[src/rtl/apb_uart_fifo.sv]
// APB-controlled UART with TX/RX FIFOs and a programmable baud divisor.
// Define APB_UART_PARITY_EN to add an even-parity bit to every frame.
module apb_uart_fifo_q #(
    parameter int W     = 8,
    parameter int DEPTH = 8
) (
    input  logic         clk,
    input  logic         rst,
    input  logic         push,
    input  logic [W-1:0] wdata,
    input  logic         pop,
    output logic [W-1:0] rdata,
    output logic         full,
    output logic         empty
);
    localparam int AW = $clog2(DEPTH);
    logic [W-1:0]  mem [DEPTH];
    logic [AW-1:0] wp, rp;
    logic [AW:0]   cnt;
    logic          do_push, do_pop;

    assign full    = (cnt == (AW+1)'(DEPTH));
    assign empty   = (cnt == '0);
    assign do_pop  = pop && !empty;
    // a full FIFO still takes a push when a pop frees a slot in the same cycle
    assign do_push = push && (!full || do_pop);
    assign rdata   = mem[rp];

    always_ff @(posedge clk)
        if (do_push) mem[wp] <= wdata;

    always_ff @(posedge clk) begin
        if (rst) begin
            wp <= '0; rp <= '0; cnt <= '0;
        end else begin
            if (do_push) wp <= wp + 1'b1;
            if (do_pop)  rp <= rp + 1'b1;
            case ({do_push, do_pop})
                2'b10:   cnt <= cnt + 1'b1;
                2'b01:   cnt <= cnt - 1'b1;
                default: ;
            endcase
        end
    end
endmodule

module apb_uart_fifo #(
    parameter int DATA_W     = 8,
    parameter int FIFO_DEPTH = 8,
    parameter int DIV_RESET  = 16
) (
    input  logic        clk,
    input  logic        rst,
    input  logic [3:0]  paddr,
    input  logic        psel,
    input  logic        penable,
    input  logic        pwrite,
    input  logic [31:0] pwdata,
    output logic [31:0] prdata,
    output logic        pready,
    output logic        pslverr,
    input  logic        rxd,
    output logic        txd
);
    typedef enum logic [2:0] {IDLE, START, DATA, PARITY, STOP} uart_st_e;

    logic              acc_wr, acc_rd;
    logic [15:0]       div_q;
    logic              overrun, parity_err, frame_err;
    logic              tx_push, tx_pop, tx_full, tx_empty, tx_load, tx_end;
    logic              rx_push, rx_pop, rx_full, rx_empty, rx_half, rx_end;
    logic [DATA_W-1:0] tx_head, rx_head;

    uart_st_e          tx_st, tx_st_n, rx_st, rx_st_n;
    logic [15:0]       tx_cnt, tx_cnt_n, tx_bdiv, tx_bdiv_n, rx_cnt, rx_cnt_n, rx_bdiv, rx_bdiv_n;
    logic [DATA_W-1:0] tx_sh, tx_sh_n, rx_sh, rx_sh_n;
    logic [2:0]        tx_bit, tx_bit_n, rx_bit, rx_bit_n;
    logic              tx_par, tx_par_n, txd_n, rx_perr, rx_perr_n;
    logic              rx_s1, rx_s2, rx_prev, ovr_set, perr_set, ferr_set;

    assign pready = 1'b1;
    assign acc_wr = psel && penable && pwrite;
    assign acc_rd = psel && penable && !pwrite;
    assign tx_push = acc_wr && (paddr == 4'h4);
    assign rx_pop  = acc_rd && (paddr == 4'h8) && !rx_empty;

    apb_uart_fifo_q #(.W(DATA_W), .DEPTH(FIFO_DEPTH)) u_txq (
        .clk(clk), .rst(rst), .push(tx_push), .wdata(pwdata[DATA_W-1:0]), .pop(tx_pop),
        .rdata(tx_head), .full(tx_full), .empty(tx_empty));
    apb_uart_fifo_q #(.W(DATA_W), .DEPTH(FIFO_DEPTH)) u_rxq (
        .clk(clk), .rst(rst), .push(rx_push), .wdata(rx_sh), .pop(rx_pop),
        .rdata(rx_head), .full(rx_full), .empty(rx_empty));

    always_comb begin
        prdata = '0;
        if (acc_rd) begin
            case (paddr)
                4'h0:    prdata = {24'd0, frame_err, tx_st != IDLE, parity_err, overrun,
                                   rx_empty, rx_full, tx_empty, tx_full};
                4'h8:    prdata = rx_empty ? '0 : 32'(rx_head);
                4'hC:    prdata = {16'd0, div_q};
                default: prdata = '0;
            endcase
        end
    end

    assign pslverr = (tx_push && tx_full && !tx_pop) || (acc_rd && paddr == 4'h8 && rx_empty) ||
                     (acc_wr && paddr == 4'h8) || (acc_rd && paddr == 4'h4);

    // TX: each bit's length is latched at its boundary so DIV writes land cleanly
    assign tx_end = (tx_cnt == tx_bdiv - 16'd1);
    always_comb begin
        tx_st_n = tx_st; tx_cnt_n = tx_cnt + 16'd1; tx_bdiv_n = tx_bdiv; tx_sh_n = tx_sh;
        tx_bit_n = tx_bit; tx_par_n = tx_par; txd_n = txd; tx_pop = 1'b0; tx_load = 1'b0;
        case (tx_st)
            IDLE: begin tx_cnt_n = '0; tx_load = !tx_empty; end
            START: if (tx_end) begin
                tx_st_n = DATA; tx_cnt_n = '0; tx_bdiv_n = div_q;
                txd_n = tx_sh[0]; tx_sh_n = tx_sh >> 1; tx_bit_n = '0;
            end
            DATA: if (tx_end) begin
                tx_cnt_n = '0; tx_bdiv_n = div_q;
                if (tx_bit == 3'(DATA_W-1)) begin
`ifdef APB_UART_PARITY_EN
                    tx_st_n = PARITY; txd_n = tx_par;
`else
                    tx_st_n = STOP; txd_n = 1'b1;
`endif
                end else begin
                    tx_bit_n = tx_bit + 1'b1; txd_n = tx_sh[0]; tx_sh_n = tx_sh >> 1;
                end
            end
            PARITY: if (tx_end) begin
                tx_st_n = STOP; tx_cnt_n = '0; tx_bdiv_n = div_q; txd_n = 1'b1;
            end
            STOP: if (tx_end) begin
                tx_st_n = IDLE; tx_cnt_n = '0; txd_n = 1'b1; tx_load = !tx_empty;
            end
            default: tx_st_n = IDLE;
        endcase
        if (tx_load) begin
            tx_pop = 1'b1; tx_st_n = START; tx_cnt_n = '0; tx_bdiv_n = div_q;
            txd_n = 1'b0; tx_sh_n = tx_head; tx_par_n = ^tx_head;
        end
    end

    // RX: start bit checked at mid-bit, later bits every DIV from there
    assign rx_half = (rx_cnt == (rx_bdiv >> 1) - 16'd1);
    assign rx_end  = (rx_cnt == rx_bdiv - 16'd1);
    always_comb begin
        rx_st_n = rx_st; rx_cnt_n = rx_cnt + 16'd1; rx_bdiv_n = rx_bdiv; rx_sh_n = rx_sh;
        rx_bit_n = rx_bit; rx_perr_n = rx_perr; rx_push = 1'b0; ferr_set = 1'b0; perr_set = 1'b0;
        case (rx_st)
            IDLE: begin
                rx_cnt_n = '0;
                if (rx_prev && !rx_s2) begin rx_st_n = START; rx_bdiv_n = div_q; end
            end
            START: if (rx_half) begin
                rx_st_n = rx_s2 ? IDLE : DATA; rx_cnt_n = '0; rx_bdiv_n = div_q;
                rx_bit_n = '0; rx_perr_n = 1'b0;
            end
            DATA: if (rx_end) begin
                rx_cnt_n = '0; rx_bdiv_n = div_q; rx_sh_n = {rx_s2, rx_sh[DATA_W-1:1]};
                if (rx_bit == 3'(DATA_W-1)) begin
`ifdef APB_UART_PARITY_EN
                    rx_st_n = PARITY;
`else
                    rx_st_n = STOP;
`endif
                end else rx_bit_n = rx_bit + 1'b1;
            end
            PARITY: if (rx_end) begin
                rx_st_n = STOP; rx_cnt_n = '0; rx_bdiv_n = div_q; rx_perr_n = rx_s2 ^ (^rx_sh);
            end
            STOP: if (rx_end) begin
                rx_st_n = IDLE; rx_cnt_n = '0;
                if (!rx_s2) ferr_set = 1'b1;
                else begin rx_push = 1'b1; perr_set = rx_perr; end
            end
            default: rx_st_n = IDLE;
        endcase
    end
    assign ovr_set = rx_push && rx_full && !rx_pop;

    always_ff @(posedge clk) begin
        if (rst) begin
            tx_st <= IDLE; tx_cnt <= '0; tx_bdiv <= 16'(DIV_RESET); tx_sh <= '0; tx_bit <= '0;
            tx_par <= 1'b0; txd <= 1'b1;
            rx_st <= IDLE; rx_cnt <= '0; rx_bdiv <= 16'(DIV_RESET); rx_sh <= '0; rx_bit <= '0;
            rx_perr <= 1'b0; rx_s1 <= 1'b1; rx_s2 <= 1'b1; rx_prev <= 1'b1;
            div_q <= 16'(DIV_RESET); overrun <= 1'b0; parity_err <= 1'b0; frame_err <= 1'b0;
        end else begin
            tx_st <= tx_st_n; tx_cnt <= tx_cnt_n; tx_bdiv <= tx_bdiv_n; tx_sh <= tx_sh_n;
            tx_bit <= tx_bit_n; tx_par <= tx_par_n; txd <= txd_n;
            rx_st <= rx_st_n; rx_cnt <= rx_cnt_n; rx_bdiv <= rx_bdiv_n; rx_sh <= rx_sh_n;
            rx_bit <= rx_bit_n; rx_perr <= rx_perr_n;
            rx_s1 <= rxd; rx_s2 <= rx_s1; rx_prev <= rx_s2;
            if (acc_wr && paddr == 4'hC) div_q <= (pwdata[15:0] < 16'd2) ? 16'd2 : pwdata[15:0];
            // a new event in the same cycle as its clear wins
            overrun   <= (overrun    & ~(acc_wr && paddr == 4'h0 && pwdata[4])) | ovr_set;
            frame_err <= (frame_err  & ~(acc_wr && paddr == 4'h0 && pwdata[7])) | ferr_set;
`ifdef APB_UART_PARITY_EN
            parity_err <= (parity_err & ~(acc_wr && paddr == 4'h0 && pwdata[5])) | perr_set;
`else
            parity_err <= 1'b0;
`endif
        end
    end
endmodule
[config.mk]
export PLATFORM = sky130hd
export DESIGN_NAME = apb_uart_fifo
export DESIGN_NICKNAME = d
export VERILOG_FILES = /design/src/rtl/apb_uart_fifo.sv
export SDC_FILE = /design/constraint.sdc
export NUM_CORES = 1
export LEC_CHECK = 0
export CORE_MARGIN = 4
export CORE_UTILIZATION = 60
export CTS_CLUSTER_DIAMETER = 40
export CTS_CLUSTER_SIZE = 30
export DETAILED_ROUTE_END_ITERATION = 10
export DONT_BUFFER_PORTS = 1
export GPL_TIMING_DRIVEN = 1
export HOLD_SLACK_MARGIN = 0.06
export PLACE_DENSITY = 0.76
export SLEW_MARGIN = 25
export SYNTH_ARGS = -nofsm -noshare
export SYNTH_HDL_FRONTEND = slang
export SYNTH_SLANG_ARGS = --single-unit
[constraint.sdc]
create_clock -name clk -period 5.3 [get_ports clk]
set_input_delay 1.06 -clock clk [delete_from_list [all_inputs] [get_ports clk]]
set_output_delay 1.06 -clock clk [all_outputs]
set_load 0.05 [all_outputs]
==> run summary, run 1 <==
Startpoint Class -> register
GRT overflow -> 0
Hold WS -> 0.407 ns
CTS Root Cell -> clkbuf_16
Max IR drop VDD -> 299 µV
Share of cells above drive strength 1 -> 0.153
Synth Cell Area -> 0.0130 mm²
CTS Hold Bufs -> 0
Status -> complete, no violations
Main synth FF type -> dfxtp_1
RSZ-0062 raised after global routing -> false
Global-route wire length before repair -> 45,800 µm
Synth area leaders -> edfxtp_1 (30%), dfxtp_1 (22%), mux4_2 (5.5%)
WL/cell -> 19.0 µm
Final period util -> 0.930
Post-synth top area share -> 0.296
CTS tree -> built
H-Tree Depth -> 2
Crit path from -> tx_bdiv[0]$_SDFFE_PP0P_
Final Hold Viols -> 0
DRC -> 0
IO Count -> 77
Die Y-Extent -> 155 µm
Reg2reg start -> tx_bdiv[0]$_SDFFE_PP0P_
CP endpoint -> pslverr
Nets -> 1,246
Crit path max-delay cell type -> and4_1
Most frequent cell after synthesis -> dfxtp_1
Arr. time, crit path -> 3.87 ns
GPL Wtd Cong -> 0.862
Maximum clock rate -> 203 MHz
Slew HR -> 0.337
WP data required -> 4.24 ns
Most common cell on crit path -> and4_1
DP Wirelength -> 19,000 µm
Die span in x -> 155 µm
Core box area -> 0.0212 mm²
1st-iter DRT viols -> 804
Synth Instances -> 1,189
Worst hold path class -> reg2reg
Pleak -> 0.00505 µW
Avg Cell Area, Syn -> 10.9 µm²
Input/output buffers -> 0
Crit Path Category -> reg2out
Crit. End Element -> output pin
Final Slew Violations -> 0
Post-DR vias/cell -> 6.01
FF+latch count, synth -> 268
Clock-pin slew on the worst setup and hold paths -> 0.05 ns
Pin count of the biggest net entering global routing -> 91
Worst-Skew Late Latency -> 0.52 ns
Final worst slack -> 0.373 ns
Least-Margin Pin Slew -> 0.992 ns
Yosys top cell by area -> edfxtp_1
Post-place setup slack -> 0.978 ns
Max stage delay on crit path -> 0.56 ns
Post-cts gate resize count -> 0
CP Cell Sequence -> inv_1 > ha_1 > or3b_2 > nor3_2 > nand4b_1 > and4_1 > nor4_4 > buf_4 > o211a_1 > o22ai_1 > and4_1
TritonRoute pass-1 iters -> 5
N_diodes -> 0
Most common library cells after synthesis -> dfxtp_1 (140), edfxtp_1 (128), nor2_1 (127)
Tot GR Track Use -> 0.237
Final setup viols -> 0
Clk sinks -> 268
Reg-to-reg slack, setup -> 1.10 ns
Vias -> 8,936
Initial Utilization -> 0.614
Minimum clock period -> 4.93 ns
Postcts setup bufs -> 0
Async S/R FF share, synth -> 0
Final core occ -> 0.685
Area growth syn-to-layout -> 11.5%
Die area -> 0.0241 mm²
CP Max Fanout -> 7
Seq/Total Area, Yosys -> 0.511
PwrDens -> 370 mW/mm²
Number of flops mapped to enable cells by yosys -> 128
Setup TNS -> 0 ns
Final ANT Viol Nets -> 0
CTS Buf Count -> 37
Reg2reg end -> u_txq.cnt[2]$_SDFFE_PP0P_
Worst Reg-to-Reg Cells -> 16
Vias in the first global route -> 8,509
Max Cap Violations -> 0
Longest Clk Path Bufs -> 3
FP Rows -> 53
Cell variety after synth -> 82
Post-Route Skew -> 0.0242 ns
Initial antenna violation count -> 0
Worst hold start -> rx_s1$_SDFF_PP1_
Yosys warns -> 0
Routed WL -> 28,200 µm
-- layout by cell type (no fill, tap or decap), types with 9 or more instances in the layout --
master,synthesis,routed
dfxtp_1,140,139
edfxtp_1,128,128
nor2_1,127,126
nand2_1,117,117
mux2i_1,55,55
xnor2_1,51,51
nand3_1,47,47
xor2_1,43,43
a21oi_1,43,43
clkbuf_16,0,37
mux4_2,32,32
buf_4,18,30
nor3_1,27,27
and3_1,23,23
ha_1,19,19
inv_1,17,17
conb_1,2,17
mux2_2,16,16
o21ai_0,15,15
nand4_1,15,15
nor4_1,15,14
a211oi_1,13,12
or3_1,10,10
nand4b_1,9,9
or2_2,9,9
-- state kept, by name, indices dropped and copies added (netlist names), 4 cells and up, named ones only --
name / count
rx_sh: 8
u_txq.cnt: 4
div_q: 16
rx_bdiv: 16
tx_cnt: 16
u_rxq.cnt: 4
u_rxq.mem: 64
rx_cnt: 16
tx_bdiv: 16
u_txq.mem: 64
tx_sh: 8
-- stage by stage --
step	area [µm²]	std cells	total power, µW
finish	14500	1487	5370
CTS	14500	1487	5410
global route	14500	1487	5590
detailed placement	13200	1420	2890
global placement	13200	1420	2870
floorplan	13100	1204	2820
-- worst max-delay path: cells and delay by family (launching register included) --
| family | cells | cell delay, ns |
|---|---|---|
| compound gates | 2 | 0.54 |
| fa+ha+maj | 1 | 0.27 |
| simple gates | 6 | 1.91 |
| flops | 1 | 0.37 |
| buf+inv | 2 | 0.27 |
-- where the power goes --
group	switching, µW	internal, µW	total [µW]
Clock	961	1560	2520
Sequential	93.8	2220	2310
Combinational	294	246	541
Total	1350	4020	5370
-- cells by family (layout without fill, tap and decap cells) --
| family | Yosys count | in the layout | share of synthesized area |
|---|---|---|---|
| other | 2 | 17 | 0.000578 |
| AO/OA/AOI/OAI | 137 | 137 | 0.0746 |
| adder cells (fa/ha/maj) | 20 | 20 | 0.0198 |
| flip-flops | 268 | 268 | 0.511 |
| buffers and inverters | 108 | 116 | 0.0398 |
| XOR/XNOR | 94 | 94 | 0.0633 |
| AND/OR/NAND/NOR | 457 | 457 | 0.179 |
| multiplexers | 103 | 103 | 0.112 |
-- worst min path at each step --
stage / to / cells past startpoint
6_report: rx_s2$_SDFF_PP1_ / 1
5_1_grt: rx_s2$_SDFF_PP1_ / 1
4_1_cts: rx_s2$_SDFF_PP1_ / 1
3_5_place_dp: rx_s2$_SDFF_PP1_ / 1
3_3_place_gp: rx_s2$_SDFF_PP1_ / 1
2_1_floorplan: rx_s2$_SDFF_PP1_ / 1
-- final cells by class --
type,count,area (µm²)
Clock buffer,43,978
Clock inverter,24,308
Fill cell,1533,6660
Inverter,19,71.3
Multi-Input combinational cell,828,5920
Sequential cell,268,6650
Tap cell,275,344
Timing Repair Buffer,30,225
-- metal layers --
layer  up-vias  track usage  share of wire
met2       287        0.370           0.46
met1      4311        0.341           0.45
met4         0       0.0663          0.022
li1       4291            -              -
met3        47       0.0465          0.069
met5         -            0              0
Power figures use the tool's default switching activity.
==> run 2, diff against run 1 <==
--- a/config.mk
+++ b/config.mk
@@ -14,6 +14,7 @@
 export GPL_TIMING_DRIVEN = 1
 export HOLD_SLACK_MARGIN = 0.06
 export PLACE_DENSITY = 0.76
+export SKIP_LAST_GASP = 1
 export SLEW_MARGIN = 25
 export SYNTH_ARGS = -nofsm -noshare
 export SYNTH_HDL_FRONTEND = slang
==> results of run 2 <==
Same layout as run 1: the final DEF is identical, and so are final timing and power.
==> run 3, diff against run 2 <==
--- a/config.mk
+++ b/config.mk
@@ -13,7 +13,7 @@
 export DONT_BUFFER_PORTS = 1
 export GPL_TIMING_DRIVEN = 1
 export HOLD_SLACK_MARGIN = 0.06
-export PLACE_DENSITY = 0.76
+export PLACE_DENSITY = 0.86
 export SKIP_LAST_GASP = 1
 export SLEW_MARGIN = 25
 export SYNTH_ARGS = -nofsm -noshare
==> run 3 against run 2 <==
Net effect: clock-buffer cell count shrank 13; global-route usage about the same; critical path depth shrank 1; via count grew 2.6%; critical endpoint unchanged; highest routed layer unchanged.
==> run summary, run 3 (synthesis results as in run 1) <==
Status -> complete, no violations (unchanged)
Initial Utilization -> 0.614 (unchanged)
Nets -> 1,233 (was 1,246)
CTS tree -> built (unchanged)
Longest Clk Path Bufs -> 3 (unchanged)
Maximum clock rate -> 200 MHz (was 203 MHz)
Flop pwr share -> 0.477 (was 0.430)
Crit. End Element -> output pin (unchanged)
Final ANT Viol Nets -> 0 (unchanged)
Worst Path Buf+Inv -> 1 (was 2)
Routed WL -> 29,000 µm (was 28,200 µm)
Input/output buffers -> 0 (unchanged)
Biggest regs -> u_rxq.mem (64), u_txq.mem (64) (unchanged)
Clock Power Share -> 0.408 (was 0.469)
Die span in x -> 155 µm (unchanged)
Post-cts gate resize count -> 0 (unchanged)
Number of fill cells in the layout -> 1,449 (was 1,533)
Worst hold start -> rx_s1$_SDFF_PP1_ (unchanged)
DP Wirelength -> 19,600 µm (was 19,000 µm)
Clk sinks -> 268 (unchanged)
CTS Buf Count -> 28 (was 37)
Final period util -> 0.944 (was 0.930)
TritonRoute pass-1 iters -> 6 (was 5)
Arr. time, crit path -> 3.95 ns (was 3.87 ns)
Minimum clock period -> 5.01 ns (was 4.93 ns)
Power Internal -> 3520 µW (was 4020 µW)
Clock-pin slew on the worst setup and hold paths -> 0.08 ns (was 0.05 ns)
Pleak -> 0.00487 µW (was 0.00505 µW)
Commonest non-fill, non-tap cell in the layout -> dfxtp_1 (unchanged)
FP Rows -> 53 (unchanged)
Startpoint Class -> register (unchanged)
Kind of cell adding the most delay to the critical path -> simple AND/OR/NAND/NOR gates (unchanged)
Dpl cell area -> 0.0132 mm² (about the same)
WP data required -> 4.24 ns (about the same)
Die area -> 0.0241 mm² (unchanged)
H-Tree Depth -> 1 (was 2)
Global-route wire length before repair -> 46,200 µm (was 45,800 µm)
Crit path from -> tx_bdiv[0]$_SDFFE_PP0P_ (unchanged)
Crit Path Category -> reg2out (unchanged)
Switch Pwr -> 1320 µW (was 1350 µW)
Crit path max-delay cell type -> nor4_4 (was and4_1)
CTS Root Cell -> clkbuf_16 (unchanged)
RSZ-0062 raised after global routing -> false (unchanged)
Core box area -> 0.0212 mm² (unchanged)
Die Y-Extent -> 155 µm (unchanged)
PwrDens -> 342 mW/mm² (was 370 mW/mm²)
Max stage delay on crit path -> 0.71 ns (was 0.56 ns)
Final setup viols -> 0 (unchanged)
Least-Margin Pin Slew -> 0.957 ns (was 0.992 ns)
GPL Wtd Cong -> 0.868 (was 0.862)
Postcts setup bufs -> 0 (unchanged)
Finished layout cell area -> 0.0142 mm² (was 0.0145 mm²)
Worst hold path class -> reg2reg (unchanged)
1st-iter DRT viols -> 898 (was 804)
Share of cells above drive strength 1 -> 0.142 (was 0.153)
N_diodes -> 0 (unchanged)
CP Cell Sequence -> inv_1 > ha_1 > or3b_2 > nor4_1 > o211ai_1 > and4_1 > nor4_4 > o211a_1 > o22ai_1 > and4_1 (was inv_1 > ha_1 > or3b_2 > nor3_2 > nand4b_1 > and4_1 > nor4_4 > buf_4 > o211a_1 > o22ai_1 > and4_1)
Final Slew Violations -> 0 (unchanged)
Vias -> 9,164 (was 8,936)
Final core occ -> 0.670 (was 0.685)
CTS Hold Bufs -> 0 (unchanged)
Area growth syn-to-layout -> 8.96% (was 11.5%)
Pwr Total -> 4840 µW (was 5370 µW)
Combinational Power Share -> 0.115 (was 0.101)
Slew HR -> 0.360 (was 0.337)
Setup TNS -> 0 ns (unchanged)
DRC -> 0 (unchanged)
Max IR drop VDD -> 438 µV (was 299 µV)
Post-DR vias/cell -> 6.24 (was 6.01)
Most frequent cells in the layout -> dfxtp_1 (138), edfxtp_1 (128), nor2_1 (126) (was dfxtp_1 (139), edfxtp_1 (128), nor2_1 (126))
GRT overflow -> 0 (unchanged)
Max Cap Violations -> 0 (unchanged)
Initial antenna violation count -> 0 (unchanged)
Reg2reg start -> tx_bdiv[0]$_SDFFE_PP0P_ (unchanged)
Final Hold Viols -> 0 (unchanged)
Pin count of the biggest net entering global routing -> 91 (unchanged)
CP Max Fanout -> 9 (was 7)
Sw Ratio -> 0.273 (was 0.251)
Post-Route Skew -> 0.0142 ns (was 0.0242 ns)
Most common cell on crit path -> and4_1 (unchanged)
WL/cell -> 19.7 µm (was 19.0 µm)
IO Count -> 77 (unchanged)
Worst-Skew Late Latency -> 0.55 ns (was 0.52 ns)
Tot GR Track Use -> 0.237 (about the same)
Vias in the first global route -> 8,886 (was 8,509)
[run 3: area by class of cell]
type,instances,area (µm²),area share
clock inverters,22,246,0.0174
clock buffers,30,729,0.0515
repair buffers,26,195,0.0138
inverters,19,71.3,0.00504
flip-flops and latches,268,6650,0.469
well taps,275,344,0.0243
multi-input cells,828,5930,0.419
[run 3: power groups by stage]
stage          registers [µW]  clock network [µW]  logic [µW]
4_1_cts                  2310                2010         547
5_1_grt                  2320                2100         605
3_3_place_gp             2350                   0         515
3_5_place_dp             2350                   0         534
6_report                 2310                1980         556
2_1_floorplan            2300                   0         521
[run 3: worst paths after layout]
path / slack (ns) / to / cells past startpoint
worst max-delay path: 0.29 / pslverr / 10
worst min-delay path: 0.41 / rx_s2$_SDFF_PP1_ / 1
worst max register to register: 0.62 / u_txq.cnt[2]$_SDFFE_PP0P_ / 16
worst min register to register: 0.41 / rx_s2$_SDFF_PP1_ / 1
[run 3: through the flow]
| stage | std cells | worst slack, ns | hold slack (ns) |
|---|---|---|---|
| floorplan | 1204 | 1.38 | 0.389 |
| global placement | 1416 | 0.970 | 0.394 |
| detailed placement | 1416 | 0.805 | 0.399 |
| CTS | 1468 | 0.357 | 0.414 |
| global route | 1468 | 0.112 | 0.432 |
| finish | 1468 | 0.295 | 0.411 |
[run 3: metal layers]
layer | wire (µm) | vias up | GRT usage | share of wire
met1 | 11600 | 4404 | 0.317 | 0.40
met4 | 680 | 0 | 0.0688 | 0.023
li1 | - | 4279 | - | -
met2 | 14000 | 424 | 0.400 | 0.48
met5 | 0 | - | 0 | 0
met3 | 2630 | 57 | 0.0437 | 0.091
